### config.mk
export PLATFORM = sky130hd
export DESIGN_NAME = layer_normalizer
export DESIGN_NICKNAME = d
export VERILOG_FILES = /design/src/rtl/layer_normalizer.sv
export SDC_FILE = /design/constraint.sdc
export NUM_CORES = 1
export LEC_CHECK = 0
export CAP_MARGIN = 15
export CORE_AREA = 2 2 155 157
export DETAILED_ROUTE_END_ITERATION = 8
export DIE_AREA = 0 0 157 159
export GPL_TIMING_DRIVEN = 0
export PLACE_DENSITY = 0.77
export SYNTH_ARGS = -nofsm -noshare
export SYNTH_HDL_FRONTEND = slang
export SYNTH_SLANG_ARGS = --single-unit
### constraint.sdc
create_clock -name clk -period 12.8 [get_ports clk]
set_clock_uncertainty 0.1 [all_clocks]
set_input_delay 2.56 -clock clk [delete_from_list [all_inputs] [get_ports clk]]
set_output_delay 2.56 -clock clk [all_outputs]
set_load 0.03 [all_outputs]
### src/rtl/layer_normalizer.sv
// Multi-lane layer normalizer: tracks per-layer peak magnitude, commits a power-of-two
// alignment shift at each layer start, and streams shifted/saturated lanes through one register stage.
module layer_normalizer #(
  parameter int unsigned DATA_BITWIDTH   = 16,
  parameter int unsigned NUM_CHANNELS    = 4,
  parameter int unsigned TARGET_BITWIDTH = 8,
  parameter bit          SIGNED          = 1'b0
) (
  input  logic                                      clk,
  input  logic                                      rst,
  input  logic [1:0]                                state,
  input  logic [NUM_CHANNELS*DATA_BITWIDTH-1:0]     s_tdata,
  input  logic [NUM_CHANNELS-1:0]                   s_tkeep,
  input  logic                                      s_tvalid,
  output logic                                      s_tready,
  output logic [NUM_CHANNELS*TARGET_BITWIDTH-1:0]   m_tdata,
  output logic [NUM_CHANNELS-1:0]                   m_tkeep,
  output logic                                      m_tvalid,
  input  logic                                      m_tready,
  output logic [DATA_BITWIDTH-1:0]                  output_shift,
  output logic                                      output_shift_left,
  output logic [DATA_BITWIDTH-1:0]                  layer_max,
  output logic                                      shift_update
);

  localparam int unsigned D = DATA_BITWIDTH;
  localparam int unsigned N = NUM_CHANNELS;
  localparam int unsigned T = TARGET_BITWIDTH;
  // Wide enough for a full-range lane left-shifted by up to T-1 plus a sign bit
  localparam int unsigned W = D + T + 1;
  localparam int unsigned A = SIGNED ? T - 2 : T - 1;
  localparam logic [1:0]  PREAM = 2'b00;
  localparam logic [D-1:0] MOST_NEG = {1'b1, {(D - 1){1'b0}}};
  localparam logic [D-1:0] MAX_POS  = ~MOST_NEG;
  localparam logic signed [W-1:0] SAT_HI = SIGNED ? W'((64'd1 << (T - 1)) - 64'd1)
                                                  : W'((64'd1 << T) - 64'd1);
  localparam logic signed [W-1:0] SAT_LO = SIGNED ? ~SAT_HI : '0;

  logic                pream_q;
  logic [D-1:0]        run_max;
  logic [D-1:0]        beat_peak;
  logic [N*T-1:0]      lane_out;
  logic [D-1:0]        lane;
  logic [D-1:0]        mag;
  logic signed [W-1:0] ext;
  logic signed [W-1:0] scaled;
  logic [T-1:0]        sat;
  logic [D-1:0]        msb;
  logic [D-1:0]        new_shift;
  logic                new_left;
  logic                accept;
  logic                commit;

  assign s_tready = m_tready || !m_tvalid;
  assign accept   = s_tvalid && s_tready;
  assign commit   = (state == PREAM) && !pream_q;

  // Per-lane magnitude reduction and shift/saturate using the currently committed shift
  always_comb begin
    beat_peak = '0;
    lane_out  = '0;
    lane      = '0;
    mag       = '0;
    ext       = '0;
    scaled    = '0;
    sat       = '0;
    for (int i = 0; i < int'(N); i++) begin
      lane = s_tdata[i*D +: D];
      mag  = lane;
      if (SIGNED && lane[D-1]) mag = (lane == MOST_NEG) ? MAX_POS : -lane;
      if (!s_tkeep[i]) mag = '0;
      if (mag > beat_peak) beat_peak = mag;
      ext    = {{(W - D){SIGNED & lane[D-1]}}, lane};
      scaled = output_shift_left ? (ext <<< output_shift) : (ext >>> output_shift);
      if (scaled > SAT_HI)      sat = SAT_HI[T-1:0];
      else if (scaled < SAT_LO) sat = SAT_LO[T-1:0];
      else                      sat = scaled[T-1:0];
      lane_out[i*T +: T] = s_tkeep[i] ? sat : '0;
    end
  end

  // Align the running max's MSB to bit A of the target range
  always_comb begin
    msb       = '0;
    new_shift = '0;
    new_left  = 1'b0;
    for (int i = 0; i < int'(D); i++) begin
      if (run_max[i]) msb = D'(i);
    end
    if (run_max != '0) begin
      if (msb < D'(A)) begin
        new_left  = 1'b1;
        new_shift = D'(A) - msb;
      end else begin
        new_shift = msb - D'(A);
      end
    end
  end

  always_ff @(posedge clk) begin
    if (rst) begin
      pream_q           <= 1'b0;
      run_max           <= '0;
      output_shift      <= '0;
      output_shift_left <= 1'b0;
      layer_max         <= '0;
      shift_update      <= 1'b0;
      m_tvalid          <= 1'b0;
      m_tdata           <= '0;
      m_tkeep           <= '0;
    end else begin
      pream_q      <= (state == PREAM);
      shift_update <= commit;
      if (commit) begin
        output_shift      <= new_shift;
        output_shift_left <= new_left;
        layer_max         <= run_max;
        run_max           <= accept ? beat_peak : '0;
      end else if (accept && (beat_peak > run_max)) begin
        run_max <= beat_peak;
      end
      if (s_tready) begin
        m_tvalid <= s_tvalid;
        if (s_tvalid) begin
          m_tdata <= lane_out;
          m_tkeep <= s_tkeep;
        end
      end
    end
  end

endmodule

==> results.ini <==
[run_status]
status=finished clean

[logic_synthesis]
ys_seq_area_frac=0.1374
ys_warn_count=0
yosys_most_used_dff=dfxtp_1
ys_ff_latch=79
synth_cells=1706
synth_edf_count=0
ys_types=77
synth_top_area_cell=dfxtp_1
syn_area_mm2=0.01151
synth_area_leaders=dfxtp_1 14%, nand2_1 11%, a21oi_1 9.7%
synth_top_area_frac=0.1374
synth_fp_nets=1844
synth.avg_cell_area_um2=6.747
async_flop_share=0

[power]
switching_share=0.5539
p_per_area_mw_per_mm2=153.3
power_frac_clock=0.132
p_seq_frac=0.142
p_sw_w=0.001165
p_leak_nw=5.767
irDropWorstVdd_mv=0.07664
pwr-share-comb=0.726
p_int_w=0.0009380

[drt]
wl_per_cell_um=31.03
ant_nets=0
drt_pass1_iterations=7
via_per_inst=7.412
drtIter0Drc=2852
vias=16230
drc=0
drt-total-wl_um=67940

[cts]
insertion_delay_ns=0.36
clkTransAtPathRegs_ns=0.07
cts_root_buf=clkbuf_16
cts_tree=yes
clockBufferDepth=2
cts_hold_buf=0
cts_made_buffers=9
htree_levels=3
clock_sinks=79

[placed_design]
place_area_mm2=0.01331
dp_hpwl_um=52290
pre_cts_ws_ns=-1.390
io_buffers=139
gp_congestion=1.119

[sta]
fin_ws_ns=0.6307
whs_ns=0.3545
final-hold-violation-count=0
rsz0062_at_grt=false
period_minus_slack_ns=12.17
timing.fmax_ghz=0.08217
tightest_slew_ns=1.322
post-route-period-util=0.9507
drv_slew=0
fin_tns_setup_ns=0
slew_headroom=0.1155
setup_viol_count_final=0

[die]
die_h_um=159
io_pins=146
initial_core_util=0.4963
rows=56
die_w_um=157
die-area_mm2=0.02496
core_area_mm2=0.02319

[worst_setup_path]
startpoint_type=input pin
critPathMostFrequentCell=o21ai_0
cp_max_fo=10
crit_type=input pin to flop
cp_data_arrival_time_ns=12.29
crit_slowest_cell=clkdlybuf4s50_1
cp-end-kind=flop
crit_required_ns=12.92
slowest_delay_ns=0.52

[job]
max_cap_violations=0

[final_layout]
area_growth_pct=19.20
post-route-util=0.5916
drive_above_1_share=0.08561
nets=2003
finalInstanceArea_mm2=0.01372

[global_route]
grt_overflow=0
grt_pass1_vias=15270
antenna_found_initial=3
grtUsageTotal=0.5253
grt_pass1_wl_um=96300
grt_max_degree=14

[min_path]
hold_path_class=flop to flop

-- state kept, by name (all words and copies together), names as in the netlist --
signal	flops
m_tdata	32
layer_max	16
run_max	16
output_shift	7
m_tkeep	4
m_tvalid	1
output_shift_left	1
pream_q	1
shift_update	1
-- routing by layer --
metal / up-vias / global-route usage / part of all wire
li1: 6586 / - / -
met1: 7478 / 0.6146 / 0.33
met2: 1653 / 0.7656 / 0.41
met3: 504 / 0.1992 / 0.16
met4: 4 / 0.4095 / 0.11
met5: - / 0.007937 / 0.0011
-- power groups by stage --
| stage | Combinational (W) | Sequential, W | Clock, W |
|---|---|---|---|
| after detailed placement | 0.00139 | 0.000301 | 0 |
| final | 0.00153 | 0.000298 | 0.000279 |
| after global placement | 0.00138 | 0.000300 | 0 |
| after global routing | 0.00156 | 0.000299 | 0.000284 |
| after CTS | 0.00140 | 0.000296 | 0.000274 |
| after floorplan | 0.000854 | 0.000338 | 0 |
-- logic make-up after synthesis --
kind of cell    count (synthesis)  synth area share
simple gates                  657            0.2527
compound gates                571            0.3196
buf+inv                       209           0.07827
mux                           125            0.1416
flops                          79            0.1374
fa+ha+maj                      64           0.06957
xor+xnor                        1         0.0007611
-- layout make-up --
cell class	instances	area [um2]
Buffer	147	681.9
Sequential cell	79	1582
Antenna cell	1	2.502
Inverter	62	232.7
Tap cell	319	399.1
Fill cell	2191	9473
Clock inverter	5	58.81
Clock buffer	10	239.0
Timing Repair Buffer	148	1456
Multi-Input combinational cell	1418	9067
-- timing repair --
item,in CTS,in global routing
setup buffers,1,3
endpoints found under the setup margin,16,16
resized for setup,4,24
pin swaps,1,0
-- synthesized netlist by cell type (6+ instances only) --
| cell type | instances |
|---|---|
| a2111oi_0 | 10 |
| a211o_1 | 8 |
| a211oi_1 | 23 |
| a21o_1 | 32 |
| a21oi_1 | 222 |
| a221o_1 | 14 |
| a31oi_1 | 19 |
| a32oi_1 | 12 |
| a41oi_1 | 6 |
| and2_1 | 29 |
| buf_1 | 21 |
| buf_2 | 35 |
| buf_4 | 13 |
| clkbuf_1 | 76 |
| dfxtp_1 | 79 |
| ha_1 | 64 |
| inv_1 | 59 |
| mux2_2 | 23 |
| mux2_4 | 10 |
| mux2i_1 | 68 |
| mux4_2 | 24 |
| nand2_1 | 331 |
| nand2b_1 | 38 |
| nand3_1 | 29 |
| nand4_1 | 15 |
| nor2_1 | 133 |
| nor2b_1 | 10 |
| nor3_1 | 37 |
| nor4_1 | 7 |
| o211ai_1 | 11 |
| o21a_1 | 9 |
| o21ai_0 | 83 |
| o221ai_1 | 20 |
| o22ai_1 | 27 |
| o311ai_0 | 7 |
| o31ai_1 | 11 |
| or3_1 | 7 |
-- worst max-delay path, delay by kind of cell --
family	cells	cell delay, ns
and+or+nand+nor	10	1.19
adders and majority gates	4	1.22
AOI/OAI and AO/OA	26	4.64
buffers and inverters	8	2.32
muxes	1	0.34
-- path summary, 6_finish.rpt --
path                   start    endpoint  slack, ns  cells past startpoint
max               s_tkeep[0]  run_max[7]       0.63                     49
min               m_tkeep[2]  m_tkeep[2]       0.35                      2
max reg2reg  output_shift[1]  m_tdata[8]       7.19                     11
min reg2reg       m_tkeep[2]  m_tkeep[2]       0.35                      2
-- metrics by stage --
stage	std cells	total power, W
after CTS	2182	0.001974
after global placement	2164	0.001681
after floorplan	1706	0.001191
after global routing	2188	0.002141
after detailed placement	2166	0.001694
final	2189	0.002103
-- cells in the final DEF, fill, tap and decap left out, types with 10 or more instances in the layout --
cell type,netlist,layout
nand3_1,29,29
a21oi_1,222,218
o21ai_0,83,81
buf_4,13,18
nand4_1,15,15
a221o_1,14,14
dfxtp_1,79,79
a32oi_1,12,12
mux2_4,10,10
a21o_1,32,32
a211oi_1,23,23
o22ai_1,27,27
nand2_1,331,331
clkdlybuf4s50_1,0,139
nor3_1,37,37
inv_1,59,59
and2_1,29,29
mux4_2,24,24
nor2_1,133,133
buf_2,35,35
nor2b_1,10,10
o211ai_1,11,11
nand2b_1,38,38
ha_1,64,64
o221ai_1,20,20
clkbuf_1,76,67
o31ai_1,11,11
buf_1,21,22
mux2i_1,68,67
mux2_2,23,23
a31oi_1,19,19
Note: power is estimated with default switching activity, not from simulation.
